===== src/rtl/parallel_serial_lanes_if.sv =====
// Word-side and beat-side ready/valid bundle for parallel_serial_lanes.
// A transfer happens on a rising clock edge where valid and ready are both high.
// valid never waits on ready, and a presented item stays stable until it is taken.
interface parallel_serial_lanes_if #(
  parameter int WORD_WIDTH = 8,
  parameter int LANE_WIDTH = 1
);
  logic                  parallel_in_valid;
  logic                  parallel_in_ready;
  logic [WORD_WIDTH-1:0] parallel_in;
  logic                  serial_out_valid;
  logic                  serial_out_ready;
  logic [LANE_WIDTH-1:0] serial_out;
  logic                  serial_out_last;

  modport master (
    output parallel_in_valid, parallel_in, serial_out_ready,
    input  parallel_in_ready, serial_out_valid, serial_out, serial_out_last
  );

  modport slave (
    input  parallel_in_valid, parallel_in, serial_out_ready,
    output parallel_in_ready, serial_out_valid, serial_out, serial_out_last
  );
endinterface


===== src/rtl/parallel_serial_lanes.sv =====
// Parallel-to-serial converter: loads a word and emits WORD_WIDTH/LANE_WIDTH beats
// in MSB- or LSB-lane-first order, flags the final beat and accepts back-pressure.
module parallel_serial_lanes #(
  parameter int WORD_WIDTH = 8,
  parameter int LANE_WIDTH = 1,
  parameter bit MSB_FIRST  = 1'b1
) (
  input  logic                  clock,
  input  logic                  clear,
  parallel_serial_lanes_if.slave bus,
  output logic                  dbg_busy_o
);
  localparam int LANE_DIV = (LANE_WIDTH < 1) ? 1 : LANE_WIDTH;
  localparam int BEATS    = WORD_WIDTH / LANE_DIV;
  localparam int CW       = $clog2(BEATS + 1);

  if (WORD_WIDTH < 1 || LANE_WIDTH < 1 || (WORD_WIDTH % LANE_DIV) != 0) begin : g_bad_params
    $error("parallel_serial_lanes: LANE_WIDTH must be >= 1 and divide WORD_WIDTH >= 1");
  end

  typedef enum logic {EMPTY = 1'b0, BUSY = 1'b1} state_t;

  state_t                state_q, state_d;
  logic [CW-1:0]         count_q, count_d;
  logic [WORD_WIDTH-1:0] shift_q, shift_d;
  logic [WORD_WIDTH-1:0] shifted;
  logic                  in_hs, out_hs, last;

  // The output lane always sits at one end; shifting moves the next lane into it.
  if (MSB_FIRST) begin : g_msb
    assign bus.serial_out = shift_q[WORD_WIDTH-1 -: LANE_WIDTH];
    assign shifted        = shift_q << LANE_WIDTH;
  end else begin : g_lsb
    assign bus.serial_out = shift_q[LANE_WIDTH-1:0];
    assign shifted        = shift_q >> LANE_WIDTH;
  end

  always_ff @(posedge clock) begin
    if (clear) begin
      state_q <= EMPTY;
      count_q <= '0;
      shift_q <= '0;
    end else begin
      state_q <= state_d;
      count_q <= count_d;
      shift_q <= shift_d;
    end
  end

  always_comb begin
    state_d = state_q;
    count_d = count_q;
    shift_d = shift_q;
    last    = (state_q == BUSY) && (count_q == CW'(1));
    // Ready comes straight from serial_out_ready on the last beat so reloads are gap-free.
    bus.parallel_in_ready = (state_q == EMPTY) || (last && bus.serial_out_ready);
    bus.serial_out_valid  = (state_q == BUSY);
    bus.serial_out_last   = last;
    in_hs  = bus.parallel_in_valid && bus.parallel_in_ready;
    out_hs = bus.serial_out_valid && bus.serial_out_ready;
    if (in_hs) begin
      shift_d = bus.parallel_in;
      count_d = CW'(BEATS);
    end else if (out_hs) begin
      shift_d = shifted;
      count_d = count_q - CW'(1);
    end
    state_d = (count_d == '0) ? EMPTY : BUSY;
  end

  assign dbg_busy_o = (state_q == BUSY);
endmodule

===== src/flat_wrapper.sv =====
// flat-port wrapper written by rule: the top's interface ports become plain ports
module parallel_serial_lanes_flat 
#(
  parameter int WORD_WIDTH = 8,
  parameter int LANE_WIDTH = 1,
  parameter bit MSB_FIRST  = 1'b1
)
  (clock, clear, dbg_busy_o, bus_parallel_in_valid, bus_parallel_in, bus_serial_out_ready, bus_parallel_in_ready, bus_serial_out_valid, bus_serial_out, bus_serial_out_last);
  parallel_serial_lanes_if #(.WORD_WIDTH(WORD_WIDTH), .LANE_WIDTH(LANE_WIDTH)) bus_i ();
  input  logic clock;
  input  logic clear;
  output logic dbg_busy_o;
  input wire logic [$bits(bus_i.parallel_in_valid)-1:0] bus_parallel_in_valid;
  input wire logic [$bits(bus_i.parallel_in)-1:0] bus_parallel_in;
  input wire logic [$bits(bus_i.serial_out_ready)-1:0] bus_serial_out_ready;
  output wire logic [$bits(bus_i.parallel_in_ready)-1:0] bus_parallel_in_ready;
  output wire logic [$bits(bus_i.serial_out_valid)-1:0] bus_serial_out_valid;
  output wire logic [$bits(bus_i.serial_out)-1:0] bus_serial_out;
  output wire logic [$bits(bus_i.serial_out_last)-1:0] bus_serial_out_last;
  assign bus_i.parallel_in_valid = bus_parallel_in_valid;
  assign bus_i.parallel_in = bus_parallel_in;
  assign bus_i.serial_out_ready = bus_serial_out_ready;
  assign bus_parallel_in_ready = bus_i.parallel_in_ready;
  assign bus_serial_out_valid = bus_i.serial_out_valid;
  assign bus_serial_out = bus_i.serial_out;
  assign bus_serial_out_last = bus_i.serial_out_last;
  parallel_serial_lanes #(.WORD_WIDTH(WORD_WIDTH), .LANE_WIDTH(LANE_WIDTH), .MSB_FIRST(MSB_FIRST)) u_core (.clock(clock), .clear(clear), .bus(bus_i), .dbg_busy_o(dbg_busy_o));
endmodule

===== config.mk =====
export PLATFORM = sky130hd
export DESIGN_NAME = parallel_serial_lanes_flat
export DESIGN_NICKNAME = d
export VERILOG_FILES = /design/src/rtl/parallel_serial_lanes_if.sv /design/src/rtl/parallel_serial_lanes.sv /design/src/flat_wrapper.sv
export SDC_FILE = /design/constraint.sdc
export NUM_CORES = 1
export LEC_CHECK = 0
export ABC_AREA = 1
export BUFFER_PORTS_ARGS = -buffer_cell sky130_fd_sc_hd__buf_2
export CAP_MARGIN = 10
export CORE_MARGIN = 2
export CORE_UTILIZATION = 38
export DETAILED_ROUTE_END_ITERATION = 8
export HOLD_SLACK_MARGIN = 0.06
export PLACE_DENSITY = 0.66
export SLEW_MARGIN = 0
export SYNTH_ARGS = -nofsm -noshare
export SYNTH_HDL_FRONTEND = slang
export SYNTH_SLANG_ARGS = --single-unit

===== constraint.sdc =====
create_clock -name clock -period 2.8 [get_ports clock]
set_input_delay 0.56 -clock clock [delete_from_list [all_inputs] [get_ports clock]]
set_output_delay 0.56 -clock clock [all_outputs]
set_load 0.05 [all_outputs]

==> results.md, run 1 <==
- The per-instance average area after synthesis is 6.944 um2.
- The net switching fraction of the power is 49.52%.
- The detailed-router iteration count before antenna repair is 4.
- The sequential standard cell area is 260.3 um2.
- Detailed placement finished with a half-perimeter wire length of 1066 um.
- The cell type with the largest total area after synthesis is dfxtp_1.
- Combinational logic is responsible for 51.9% of the overall power.
- For this run, the total global-route usage over all layers was measured as 13.13%.
- Dividing the detail-routed via count by the number of cells gives 4.586.
- Timing would allow up to 462.2 MHz.
- By area the synthesized netlist is led by dfxtp_1 34%, nand2_1 10%, nor2_1 8.3%, nand3_1 7.8%, inv_1 7.8%.
- The routed wire length per instance is 9.618 um.
- The clock-pin transition on the worst setup and hold timing paths is 0.08 ns.
- No sink is reached through more buffers than the 2 on the longest clock path.
- The worst min-delay path endpoint is u_core.shift_q[0].
- In this run, flip-flops and latches consume 33.9% of the power.
- The number of global-route vias before repair is 619.
- The number of nets handed over by synthesis was 125.
- Compared with the post-synthesis result, the final layout area differs by 7.305%.
- The initial core utilization is 39.69%.
- The number of max-cap violations is 0.
- The remaining design rule violation count is 0.
- The buffer type at the clock tree root is clkbuf_4.
- The cell count after synthesis is 111.
- The final antenna-violating net count is 0.
- The final hold violation count is 0.
- The normalized max-slew margin is 71.34%.
- Buffers inserted during clock tree synthesis total 3.
- The remaining global-route overflow is 0.
- The total of flip-flops plus latches after synthesis is 13.
- The slew at the pin with the worst max-slew slack is 0.4289 ns.
- The final routed wirelength across all metal layers is 1462 um.
- The number of synthesis warnings is 0.
- For this design, the CTS-stage hold fixing added 0 buffers.
- Gates resized during post-CTS repair numbered 0.
- The run finished with clean final reports.
- Summing internal, switching and leakage power gives 839.3 uW.
- The highest net fanout along the worst path is 17.
- The analysis attributes to cell leakage a power of 0.4135 nW.
- The kind of critical path is flop to output port.
- The setup violation total in the final timing report is 0.
- The first global-routing pass estimated 2490 um of wire.
- The floorplan step defined a die boundary enclosing 2404 um2.
- The final layout contains 140 nets.
- In this run the horizontal extent of the chip is 49.04 um.
- The proportion of netlist area held by the largest area contributor is 33.77%.
- The utilization after layout is 42.59%.
- 0 antenna diodes ended up in the layout.
- The number of distinct standard cells referenced by the synthesized netlist is 19.
- The weighted congestion at the end of routability-driven global placement is 0.7557.
- The floorplan step defined a core boundary enclosing 1942 um2.
- The floorplan die height is 49.04 um.
- Hold is met by 0.4429 ns.
- The floorplan row count is 16.
- The type of origin of the critical path is a flop.
- The worst hold path begins at clear.
- In this run the critical register-to-register path is launched from u_core.count_q[1].
- Internal power comes to 423.7 uW.
- The mapped netlist covers 770.7 um2.
- At the worst endpoint, the required time is 2.24 ns.
- The setup check on the worst reg-to-reg path leaves a slack of 1.34 ns.
- The worst setup slack before clock tree synthesis is 0.9249 ns.
- The worst clock skew is 0.003485 ns.
- After layout, the worst setup slack is 0.6364 ns.
- The final-layout fill cell count is 231.
- The number of vias in the routed layout is 697.
- The arrival time at the worst endpoint is 1.60 ns.
- The min-delay analysis places its worst path in the category primary input to flop.
- The largest net degree at the start of global routing is 18.
- The maximum level of the CTS H-tree is 1.
- TritonCTS built the clock tree.
- The share of final-layout standard cells stronger than drive strength 1 is 17.60%.
- The number of setup buffers added after CTS is 0.
- The category of the worst setup path capture point is an output port.
- The total of buffers placed on input and output ports is 16.
- Setup repair after global routing left no endpoint under its margin.
- Of the synthesized area, sequential elements account for 33.77%.
- Along the worst hold path, the cell count comes to 2.
- The first routing iteration left 5 violations.
- The clock share of power is 14.2%.
- Clock tree synthesis found a total of 13 sinks.
- The sum of negative setup slack is 0 ns.
- The smallest clock period supported by the final layout is computed as 2.164 ns.
- The worst register-to-register path ends at u_core.bus.serial_out_valid.
- At the later pin of the worst-skew pair, clock insertion delay measures 0.28 ns.
- The peak ir drop on the vdd network is 0.0004258 V.
- For this design the top-level I/O count stands at 17.
- The max-slew violation count is 0.
- The analysis attributes to net switching a power of 415.6 uW.
- The multi-input combinational cells in the finished layout cover a total of 366.6 um2.
- The cell area power density is 1015 nW/um2.
- The worst path uses 77.27% of the clock period.
- The initial antenna violation count was 0.
- Counting cells, the worst reg-to-reg path comes to 10.
-- power groups by stage --
| stage | clock [mW] | combinational, mW | sequential (mW) |
|---|---|---|---|
| 2_1_floorplan | 0 | 0.373 | 0.326 |
| 3_3_place_gp | 0 | 0.429 | 0.287 |
| 3_5_place_dp | 0 | 0.438 | 0.289 |
| 4_1_cts | 0.122 | 0.440 | 0.286 |
| 5_1_grt | 0.129 | 0.491 | 0.294 |
| 6_report | 0.119 | 0.436 | 0.285 |
-- metrics by stage --
| step | area (um2) | std cells |
|---|---|---|
| 2_1_floorplan | 770.7 | 111 |
| 3_3_place_gp | 800.8 | 148 |
| 3_5_place_dp | 800.8 | 148 |
| 4_1_cts | 827.0 | 152 |
| 5_1_grt | 827.0 | 152 |
| 6_report | 827.0 | 152 |
-- synth_stat cells --
master,count
inv_1,16
xor2_1,1
nand2_1,21
nand3_1,12
o21ai_0,8
nor2_1,17
a21oi_1,9
buf_8,1
nand2_2,1
buf_6,2
buf_12,1
nor3_1,1
bufbuf_8,1
nand3b_1,1
ha_1,2
nand3_2,2
nand4_1,1
dfxtp_1,13
buf_4,1
-- cell type report --
cell class | instances | share of cell area, %
inverter | 16 | 7.262
multi-input combinational | 76 | 44.33
timing repair buffer | 16 | 9.682
sequential | 13 | 31.47
clock buffer | 4 | 3.177
tap | 27 | 4.085
-- logic make-up (layout without fill, tap and decap cells) --
logic type,Yosys count,after routing,share of synthesized area [%]
xor+xnor,1,1,1.137
flops,13,13,33.77
simple gates,56,56,32.14
fa+ha+maj,2,2,3.246
buf+inv,22,36,18.67
compound gates,17,17,11.04
-- metal layers --
metal  part of all wire (%)  vias to the layer above  routed length (um)  track usage (%)
met3                    4.2                        4                  61            2.761
met1                     48                      299                 695            15.85
met2                     47                       18                 687            22.37
li1                       -                      376                   -                -
met5                      0                        -                   0                0
met4                    1.2                        0                  18            5.714
-- state kept, by name, summed over array words and instances (netlist names) --
| name | flops |
|---|---|
| u_core.count_q | 4 |
| u_core.bus.serial_out_valid | 1 |
| u_core.shift_q | 8 |
-- how the worst max path moves through the flow --
stage | from | to | slack (ns) | cells after the start
3_3_place_gp | bus_serial_out_ready | bus_parallel_in_ready | 0.94 | 4
5_1_grt | u_core.count_q[1] | bus_parallel_in_ready | 0.52 | 7
6_report | u_core.count_q[1] | bus_parallel_in_ready | 0.64 | 7
3_5_place_dp | u_core.count_q[1] | bus_parallel_in_ready | 0.92 | 7
4_1_cts | u_core.count_q[1] | bus_parallel_in_ready | 0.61 | 7
2_1_floorplan | u_core.bus.serial_out_valid | bus_serial_out_last | 0.35 | 2
-- critical path, stage by stage, from the launching register on --
cell	delay [ns]
dfxtp_1	0.33
inv_1	0.08
ha_1	0.15
nand2_1	0.06
inv_1	0.07
nand3_2	0.06
nand2_2	0.25
buf_2	0.33
-- cell usage in the layout, fill, tap and decap left out --
cell	synthesis	routed
nand2_1	21	21
nor2_1	17	17
inv_1	16	16
buf_2	0	16
dfxtp_1	13	13
nand3_1	12	12
a21oi_1	9	9
o21ai_0	8	8
clkbuf_4	0	3
nand3_2	2	2
ha_1	2	2
nand2_2	1	1
nor3_1	1	1
xor2_1	1	1
nand3b_1	1	1
nand4_1	1	1
clkbuf_1	0	1
(Power assumes the default switching activity.)
==> run 2: changes to the inputs <==
--- a/config.mk
+++ b/config.mk
@@ -5,14 +5,14 @@
 export SDC_FILE = /design/constraint.sdc
 export NUM_CORES = 1
 export LEC_CHECK = 0
-export ABC_AREA = 1
+export ABC_AREA = 0
 export BUFFER_PORTS_ARGS = -buffer_cell sky130_fd_sc_hd__buf_2
 export CAP_MARGIN = 10
 export CORE_MARGIN = 2
 export CORE_UTILIZATION = 38
 export DETAILED_ROUTE_END_ITERATION = 8
 export HOLD_SLACK_MARGIN = 0.06
-export PLACE_DENSITY = 0.66
+export PLACE_DENSITY = 0.69
 export SLEW_MARGIN = 0
 export SYNTH_ARGS = -nofsm -noshare
 export SYNTH_HDL_FRONTEND = slang
==> constraint.sdc (replaced) <==
create_clock -name clock -period 1.75 [get_ports clock]
set_input_delay 0.35 -clock clock [delete_from_list [all_inputs] [get_ports clock]]
set_output_delay 0.35 -clock clock [all_outputs]
set_load 0.05 [all_outputs]
==> run 2 against run 1 <==
  * Via count fell by 14%
  * Sequential share of layout area is 0.70 points higher
  * First-iteration DRC count increased to 2.8 times the previous value
  * Synthesized cell count down 34%
  * Die area fell by 10%
  * Clock skew up 0.0016 ns
  * Critical path type unchanged
  * Critical endpoint is now bus_serial_out_last
  * Largest cell class unchanged
==> results.md, run 2 <==
- The number of global-route vias before repair is 544.
- The final critical-path required period is 1.709 ns.
- Counting flops and latches in the post-synthesis netlist gives 13.
- Adding up every negative setup slack in the final design gives 0 ns.
- The largest net degree at the start of global routing is 15.
- Using the TritonRoute via totals, the vias-per-cell ratio works out to 5.191.
- From synthesis to final layout, the design area changed by 20.04%.
- Summed over all cells, the static leakage comes to 0.3456 nW.
- The wire length on met1 is 633 um.
- The most frequently used cell type in the post-synthesis netlist is dfxtp_1.
- TritonCTS built the clock tree.
- Cell internal power was estimated by the tool at 507.4 uW.
- Counting the buffers created by CTS gives 3.
- The finished layout cell area is 824.5 um2.
- The final hold slack is 0.3225 ns.
- The floorplan row count is 15.
- The number of max-cap violations is 0.
- For the worst setup path, the data required time is 1.40 ns.
- The number of gates resized after CTS was 6.
- The arrival time at the worst endpoint is 1.36 ns.
- Walking the worst path, the cells encountered are inv_2 -> ha_4 -> nor3b_2 -> and2_1 -> buf_6.
- For this design the top-level I/O count stands at 17.
- Ranked by instance count, the synthesized netlist is headed by 13 x dfxtp_1, 11 x inv_1, 8 x a21oi_1, 7 x o221a_2.
- The sum of met3 wire segment lengths after detailed routing is 56 um.
- The per-instance average area after synthesis is 9.410 um2.
- Along the worst path, the maximum fanout reaches 3.
- The first global-routing pass estimated 2387 um of wire.
- Routed signal wires occupy layers up through met4.
- Headroom to the max-slew limit came out at 74.03%.
- The flip-flop cell with the highest count after synthesis is dfxtp_1.
- The design draws 783.4 uW.
- The global routing usage summed across all routing layers is 16.29%.
- In this run the deepest clock path goes through 2 buffers.
- The floorplan step set the die width to 46.52 um.
- Synthesis produced a netlist whose cell count is 73.
- The min-delay analysis places its worst path in the category primary input to flop.
- The fmax is 585.0 MHz.
- The slew at the pin with the worst max-slew slack is 0.3862 ns.
- On the worst path, the slowest cell contributes a delay of 0.34 ns.
- The total core area is 1708 um2.
- The proportion of netlist area held by the largest area contributor is 37.89%.
- The cell area reported after detailed placement is 767.0 um2.
- The floorplan die height is 46.52 um.
- IR analysis of the VDD net gives a maximum drop of 0.0004915 V.
- The sequential share of power is 46.5%.
- The buffer type at the clock tree root is clkbuf_4.
- The maximum level of the CTS H-tree is 1.
- Summed over all instances, the cell type with the most area after synthesis is dfxtp_1.
- After synthesis, the cell types taking the most area are dfxtp_1 38%, o221a_2 11%, inv_1 6.0%, a21oi_1 5.8%, ha_1 3.6%.
- The async set-or-reset flop fraction in the synthesized netlist is 0%.
- The number of buffers inserted to repair setup after CTS is 0.
- For this design the total switching power over the nets is 276.0 uW.
- The TritonCTS sink count is 13.
- The number of vias in the routed layout is 597.
- The flow ran to the end, and the final reports show no timing, DRC or antenna violations.
- The area of the die is 2164 um2.
- Wires add up to 1498 um.
- Detailed routing placed a total of 786 um of wire on met2.
- The max-slew violation count is 0.
- The remaining design rule violation count is 0.
- Setup repair after global routing left no endpoint under its margin.
- The worst setup path is launched from a flop.
- The detailed-router iteration count before antenna repair is 4.
- The count of flip-flops with a built-in enable after synthesis is 0.
- Detailed placement ended at an HPWL of 1039 um.
- The final hold violation count was 0.
- The critical path is of the flop to output port type.
- The weighted congestion at the end of routability-driven global placement is 0.7099.
- The utilization after layout is 48.28%.
- The routed wire length per instance is 13.03 um.
- The register name with the most flops is u_core.shift_q.
- STA classifies the critical path endpoint as an output port.
- The clock share of power is 25.4%.
- The worst clock skew is 0.005111 ns.
- The initial core utilization is 40.22%.
- The library cells used most frequently in the layout, excluding fill and tap cells, are 14 x buf_2, 11 x dfxtp_1, 10 x inv_1.
- The largest individual stage delay along the critical path comes from the cell dfxtp_2.
- The share of power burned in combinational logic is 28.1%.
- The net switching fraction of the power is 35.23%.
- For this block, the initial DRC count from the detailed router was 14.
- The remaining global-route overflow is 0.
- Of the cells placed in the final design, the portion with a size suffix greater than 1 is 36.67%.
- In the finished design, the share of the clock period the worst path needs comes to 97.68%.
- In this run the power density over the cells is 950.1 nW/um2.
- The net count after synthesis is 87.
- The final antenna-violating net count is 0.
- Clock-pin slew was measured on the worst setup and hold paths at 0.09 ns.
- The initial antenna violation count came to 0.
- 0 antenna diodes ended up in the layout.
- The number of distinct standard cells referenced by the synthesized netlist is 30.
- In the final design database the tool counted 105 nets.
- The clock latency of the later-clocked register in the worst-skew pair is 0.29 ns.
- The synthesized cell area is 686.9 um2.
- Of the synthesized area, sequential elements account for 37.89%.
- During synthesis, Yosys emitted a total of 0 warnings.
- The most common cell after layout, fill and taps aside is buf_2.
- The register with the most flip-flops in the layout has 8 of them.
- Setup violations remaining at the end of the flow were counted as 0.
- The total of buffers placed on input and output ports is 16.
- Hold repair after CTS inserted 0 buffers.
==> run 2: cell types whose count changed in the layout (fill, tap and decap cells not counted), sizes merged, moves of 2 or more <==
cell | previous run | this run
o221a | 0 | 7
nor2 | 17 | 1
or3 | 0 | 2
nand3 | 14 | 1
o21ai | 8 | 1
inv | 16 | 11
a31oi | 0 | 2
nand2 | 22 | 2
and2 | 0 | 2
==> run 2: metal layers <==
layer / global-route usage (%) / vias to the layer above
met4: 10.29 / 0
met2: 25.56 / 16
li1: - / 301
met3: 3.529 / 2
met1: 19.95 / 278
met5: 0 / -
==> run 2: cell families after synthesis <==
| kind of cell | after synthesis | share of synthesized area [%] |
|---|---|---|
| adder cells (fa/ha/maj) | 2 | 3.642 |
| AND/OR/NAND/NOR | 15 | 13.48 |
| multiplexers | 1 | 1.457 |
| AO/OA/AOI/OAI | 24 | 28.05 |
| XOR/XNOR | 3 | 3.826 |
| buffers and inverters | 15 | 11.66 |
| flip-flops | 13 | 37.89 |
==> run 2: power groups by stage <==
stage / Clock [mW] / Combinational (mW) / Sequential, mW
after global routing: 0.215 / 0.242 / 0.370
after floorplan: 0 / 0.162 / 0.377
after CTS: 0.205 / 0.219 / 0.364
after global placement: 0 / 0.211 / 0.366
final: 0.199 / 0.220 / 0.364
after detailed placement: 0 / 0.215 / 0.369
==> run 2: area by class of cell <==
type | instances | area [um2]
Fill cell | 164 | 883.3
Multi-Input combinational cell | 45 | 364.1
Sequential cell | 13 | 265.3
Timing Repair Buffer | 17 | 96.34
Inverter | 11 | 41.29
Tap cell | 25 | 31.28
Clock buffer | 4 | 26.28
==> run 2: path summary, 6_finish.rpt <==
path,startpoint,endpoint,slack (ns),cells past startpoint
min reg2reg,u_core.shift_q[0],u_core.shift_q[0],0.51,2
max,u_core.count_q[1],bus_serial_out_last,0.04,5
min,bus_parallel_in[0],u_core.shift_q[0],0.32,3
max reg2reg,u_core.count_q[1],u_core.shift_q[1],0.31,5
==> run 2: per-stage QoR <==
step / setup WS (ns) / std cells
after CTS: 0.005712 / 115
after detailed placement: 0.1347 / 111
after floorplan: 0.04455 / 73
after global placement: 0.2166 / 111
after global routing: 0.002218 / 115
final: 0.04057 / 115
==> run 2: worst max-delay path, delay by kind of cell (launching register included) <==
kind	cells	cell delay, ns
buffers and inverters	2	0.23
DFF	1	0.34
adders and majority gates	1	0.14
and+or+nand+nor	2	0.37
